## src/rtl/bitfile_loader.sv

```systemverilog
`default_nettype none
// ============================================================================
//  Module   : bitfile_loader
//  Purpose  : Byte-serial configuration frame receiver. Validates each frame
//             (sync, length and XOR checksum) into shadow registers and
//             commits them to the active contexts only on a good checksum.
//             ctx_sel picks the active context driven onto bitfile.
//  Revision : 1.0 - initial release
// ============================================================================
module bitfile_loader #(
  parameter int         NUM_CTX   = 4,
  parameter logic [7:0] SYNC_BYTE = 8'hA5,
  parameter int         TIMEOUT   = 255
) (
  input  logic                     clk,
  input  logic                     reset,
  input  logic                     cfg_valid,
  input  logic [7:0]               cfg_data,
  output logic                     cfg_ready,
  input  logic [$clog2(NUM_CTX):0] ctx_sel,
  output logic [7:0]               bitfile,
  output logic                     cfg_done,
  output logic                     cfg_error,
  output logic                     busy
);

  localparam int IDX_W   = $clog2(NUM_CTX);
  localparam int SEL_W   = $clog2(NUM_CTX) + 1;
  localparam int CNT_RAW = $clog2(TIMEOUT + 1);
  localparam int CNT_W   = (CNT_RAW < 8) ? 8 : CNT_RAW;

  typedef enum logic [1:0] {
    S_IDLE    = 2'd0,
    S_COUNT   = 2'd1,
    S_PAYLOAD = 2'd2,
    S_CHECK   = 2'd3
  } state_t;

  state_t             r_state;
  state_t             w_state_next;

  logic [7:0]         r_len;
  logic [IDX_W-1:0]   r_idx;
  logic [7:0]         r_chk;
  logic [CNT_W-1:0]   r_tcnt;
  logic [7:0]         r_shadow [NUM_CTX];
  logic [7:0]         r_active [NUM_CTX];

  logic               w_accept;
  logic               w_timeout;
  logic               w_clr_err;
  logic               w_set_err;
  logic               w_load_len;
  logic               w_pay;
  logic               w_commit;
  logic [7:0]         w_bitfile_next;

  assign w_accept = cfg_valid && cfg_ready;

  // Idle-gap watchdog: fires on the edge where the gap would reach TIMEOUT.
  assign w_timeout = (r_state != S_IDLE) && !w_accept &&
                     (r_tcnt == CNT_W'(TIMEOUT - 1));

  // State register; busy is registered alongside the state it reflects.
  always_ff @(posedge clk) begin
    if (reset) begin
      r_state <= S_IDLE;
      busy    <= 1'b0;
    end else begin
      r_state <= w_state_next;
      busy    <= (w_state_next != S_IDLE);
    end
  end

  // Next-state decode and per-byte control strobes.
  always_comb begin
    w_state_next = r_state;
    w_clr_err    = 1'b0;
    w_set_err    = 1'b0;
    w_load_len   = 1'b0;
    w_pay        = 1'b0;
    w_commit     = 1'b0;
    case (r_state)
      S_IDLE: begin
        if (w_accept && (cfg_data == SYNC_BYTE)) begin
          w_state_next = S_COUNT;
          w_clr_err    = 1'b1;
        end
      end
      S_COUNT: begin
        if (w_timeout) begin
          w_state_next = S_IDLE;
          w_set_err    = 1'b1;
        end else if (w_accept) begin
          if ((cfg_data != 8'd0) && (cfg_data <= 8'(NUM_CTX))) begin
            w_state_next = S_PAYLOAD;
            w_load_len   = 1'b1;
          end else begin
            w_state_next = S_IDLE;
            w_set_err    = 1'b1;
          end
        end
      end
      S_PAYLOAD: begin
        if (w_timeout) begin
          w_state_next = S_IDLE;
          w_set_err    = 1'b1;
        end else if (w_accept) begin
          w_pay = 1'b1;
          if (8'(r_idx) == (r_len - 8'd1)) begin
            w_state_next = S_CHECK;
          end
        end
      end
      S_CHECK: begin
        if (w_timeout) begin
          w_state_next = S_IDLE;
          w_set_err    = 1'b1;
        end else if (w_accept) begin
          w_state_next = S_IDLE;
          if (cfg_data == r_chk) begin
            w_commit = 1'b1;
          end else begin
            w_set_err = 1'b1;
          end
        end
      end
      default: begin
        w_state_next = S_IDLE;
      end
    endcase
  end

  // Output context mux; selectors beyond NUM_CTX read as zero.
  always_comb begin
    w_bitfile_next = 8'h00;
    for (int i = 0; i < NUM_CTX; i++) begin
      if (ctx_sel == SEL_W'(i)) begin
        w_bitfile_next = r_active[i];
      end
    end
  end

  // Frame datapath: length, index, running checksum, watchdog and flags.
  always_ff @(posedge clk) begin
    if (reset) begin
      cfg_ready <= 1'b0;
      cfg_done  <= 1'b0;
      cfg_error <= 1'b0;
      bitfile   <= 8'h00;
      r_len     <= 8'h00;
      r_idx     <= '0;
      r_chk     <= 8'h00;
      r_tcnt    <= '0;
    end else begin
      cfg_ready <= 1'b1;
      cfg_done  <= w_commit;
      bitfile   <= w_bitfile_next;
      if (w_set_err) begin
        cfg_error <= 1'b1;
      end else if (w_clr_err) begin
        cfg_error <= 1'b0;
      end
      if (w_accept || (r_state == S_IDLE)) begin
        r_tcnt <= '0;
      end else begin
        r_tcnt <= r_tcnt + 1'b1;
      end
      if (w_load_len) begin
        r_len <= cfg_data;
        r_chk <= cfg_data;
        r_idx <= '0;
      end else if (w_pay) begin
        r_chk <= r_chk ^ cfg_data;
        r_idx <= r_idx + 1'b1;
      end
    end
  end

  // Shadow capture during payload, and commit of the first N contexts.
  always_ff @(posedge clk) begin
    if (reset) begin
      for (int i = 0; i < NUM_CTX; i++) begin
        r_shadow[i] <= 8'h00;
        r_active[i] <= 8'h00;
      end
    end else begin
      for (int i = 0; i < NUM_CTX; i++) begin
        if (w_pay && (r_idx == IDX_W'(i))) begin
          r_shadow[i] <= cfg_data;
        end
        if (w_commit && (r_len > 8'(i))) begin
          r_active[i] <= r_shadow[i];
        end
      end
    end
  end

endmodule
`default_nettype wire

```

## config.mk

```make
export PLATFORM = sky130hd
export DESIGN_NAME = bitfile_loader
export DESIGN_NICKNAME = d
export VERILOG_FILES = /design/src/rtl/bitfile_loader.sv
export SDC_FILE = /design/constraint.sdc
export NUM_CORES = 1
export LEC_CHECK = 0
export ABC_AREA = 1
export CAP_MARGIN = 10
export CORE_ASPECT_RATIO = 0.75
export CORE_UTILIZATION = 55
export CTS_BUF_LIST = sky130_fd_sc_hd__clkbuf_8
export CTS_CLUSTER_DIAMETER = 50
export DETAILED_ROUTE_END_ITERATION = 8
export GPL_TIMING_DRIVEN = 0
export PLACE_DENSITY = 0.74
export SLEW_MARGIN = 20
export SYNTH_ARGS = -nofsm -noshare
export SYNTH_HDL_FRONTEND = slang
export SYNTH_SLANG_ARGS = --single-unit
```

## constraint.sdc

```tcl
create_clock -name clk -period 3.4 [get_ports clk]
set_clock_uncertainty 0.2 [all_clocks]
set_input_delay 0.34 -clock clk [delete_from_list [all_inputs] [get_ports clk]]
set_output_delay 0.34 -clock clk [all_outputs]
set_load 0.02 [all_outputs]
```

==> run summary <==
EDFF count, synth = 64
vias in the first global route = 3086
DR iter-0 viols = 248
PwrDens = 427.0 nW/um^2
Final min period = 2.650 ns
Crit Path Class = in2reg
clock sink count = 104
Die Width = 108.1 um
DR vias = 3388
aggregate global routing overflow = 0
I/O pin count = 26
number of port buffers = 23
count leader, synth = nor2_1
Final setup viols = 0
ys async rst share = 0%
Worst Path Required = 3.22 ns
Yosys top cell area share = 41.42%
global-route wire length before repair = 15.66 mm
CTS tree = built
Seq. cell area = 2723 um^2
Worst-path clk slew = 0.10 ns
DR WL/cell = 15.11 um
top post-synthesis cells by count = nor2_1 (94), nand2_1 (85), inv_1 (74)
Final WS setup = 0.7502 ns
Via density = 5.319
CP Launch Type = input port
Setup TNS Final = 0 ns
gpl congestion = 0.8647
synthesized cell area = 4639 um^2
Primary FF master, synth = edfxtp_1
synthesis-stage register bit count = 104
Synth Instances = 493
Avg Inst Size Synth = 9.411 um^2
n_diodes = 0
DIE HEIGHT = 81.54 um
r2r setup slk = 0.84 ns
cts bufs inserted = 9
Multi-input gate area = 1573 um^2
crit share post-route = 77.94%
share of layout cells above drive strength 1 = 6.955%
Area growth, synth to finish = 11.84%
Core Box Area = 8023 um^2
CP arrival = 2.47 ns
All-Layer GR Usage = 24.31%
Netlist cell types = 35
fmax = 377.4 MHz
H-tree Lvls = 3
Hold Buf Count CTS = 0
worst-case clock buffer depth = 2
die area = 8810 um^2
Pins Over Slew Limit = 0
Setup Buffers After CTS = 0
Syn Nets = 517
Initial Util = 57.83%
number of max-cap violations = 0
Yosys warning count = 0
Synth area leaders = edfxtp_1 (41%), dfxtp_1 (17%), nor2_1 (7.6%), nand2_1 (6.9%), inv_1 (6.0%)
CTS root buffer = clkbuf_8
detailed-route DRC error count = 0
Worst Max-Slew Pin Slew = 0.8345 ns
RSZ-0062 raised after global routing = false
Worst Path Max Fanout = 8
Leakage = 2.099 nW
Filler cells = 662
worst min path class = in2reg
remaining antenna violation count = 0
largest net degree at the start of global routing = 20
Final nets = 551
total wire length = 9.626 mm
number of cell rows = 28
Rel. slew slack = 43.94%
HPWL after DPL = 7.145 mm
clock latency on the worst-skew pair = 0.37 ns
run status = completed
worst vdd ir = 0.0002229 V
CTS resizes = 0
Worst Setup End Kind = flop
antenna violations before repair = 0
Final Hold Vio Count = 0
Synth area leader = edfxtp_1
Setup WS pre-CTS = 0.3685 ns
DR pass1 iterations = 6
post-synthesis sequential area ratio = 58.68%
through the flow:
| stage | util (%) | hold slack (ns) | instances | cell area [um^2] | total power, mW |
|---|---|---|---|---|---|
| finish | 64.68 | 0.1320 | 637 | 5189 | 2.216 |
| global route | 64.68 | 0.1158 | 637 | 5189 | 2.296 |
| CTS | 64.68 | 0.1075 | 637 | 5189 | 2.232 |
| detailed placement | 62.34 | 0.2171 | 621 | 5001 | 1.525 |
| global placement | 62.34 | 0.2164 | 621 | 5001 | 1.521 |
| floorplan | - | 0.2083 | 493 | 4639 | 1.468 |
where the power goes:
| part | internal (mW) | leakage [nW] | total, mW | switching [mW] |
|---|---|---|---|---|
| sequential | 1.36 | 0.984 | 1.37 | 0.0109 |
| clock | 0.280 | 0.0988 | 0.719 | 0.438 |
| combinational | 0.0376 | 1.02 | 0.122 | 0.0845 |
| total | 1.68 | 2.10 | 2.22 | 0.534 |
cells by family after synthesis:
| logic type | synth area share [%] |
|---|---|
| AND/OR/NAND/NOR | 23.92 |
| flip-flops | 58.68 |
| buffers and inverters | 7.416 |
| AO/OA/AOI/OAI | 6.149 |
| adder cells (fa/ha/maj) | 2.697 |
| XOR/XNOR | 1.133 |
registers in the layout, indices dropped and copies added, names as in the netlist:
register and count:
cfg_done 1, busy 1, cfg_ready 1, r_len 8, r_shadow 32, r_tcnt 8
cfg_error 1, r_chk 8, r_idx 2, r_active 32, bitfile 8, r_state 2
worst paths after layout:
check	depth (start not counted)	startpoint	to
worst max register to register	5	cfg_ready	r_active[3][7]
worst max-delay path	9	cfg_data[3]	r_active[3][7]
worst min register to register	2	r_len[5]	r_len[5]
worst min-delay path	2	cfg_data[2]	r_len[2]
per-layer routing:
layer  routed length, um  up-vias  part of all wire, %  GRT usage [%]
li1                    -     1679                    -              -
met1                4633     1573                   48          35.39
met2                4114      124                   43          37.01
met3                 765       12                  7.9          5.714
met4                 113        0                  1.2          5.479
met5                   0        -                    0              0
worst max-delay path: stages:
cell	delay (ns)
clkdlybuf4s50_1	0.55
inv_1	0.18
nand2_1	0.12
nand2_1	0.05
nor2_1	0.12
nand3_2	0.15
nor2_8	0.25
nand2_1	0.12
o21ai_1	0.57
cells in the final DEF, fill, tap and decap left out, types with 4 or more instances in the layout:
master	instances
xnor2_1	4
nand2_1	85
nor2_1	94
nand3_1	25
nand4_1	11
inv_1	75
clkbuf_8	9
ha_1	10
clkbuf_1	4
clkdlybuf4s50_1	23
a21oi_1	18
nor3_1	6
dfxtp_1	40
a41oi_1	7
o21ai_0	13
nand4_4	4
edfxtp_1	64
area by class of cell:
class / count / share of cell area [%]
Multi-Input combinational cell: 302 / 30.31
Inverter: 76 / 5.498
Timing Repair Buffer: 23 / 4.437
Sequential cell: 104 / 52.47
Tap cell: 105 / 2.532
Clock inverter: 7 / 1.230
Buffer: 11 / 1.133
Clock buffer: 9 / 2.387
No activity file was read; power rests on OpenSTA's default activity.
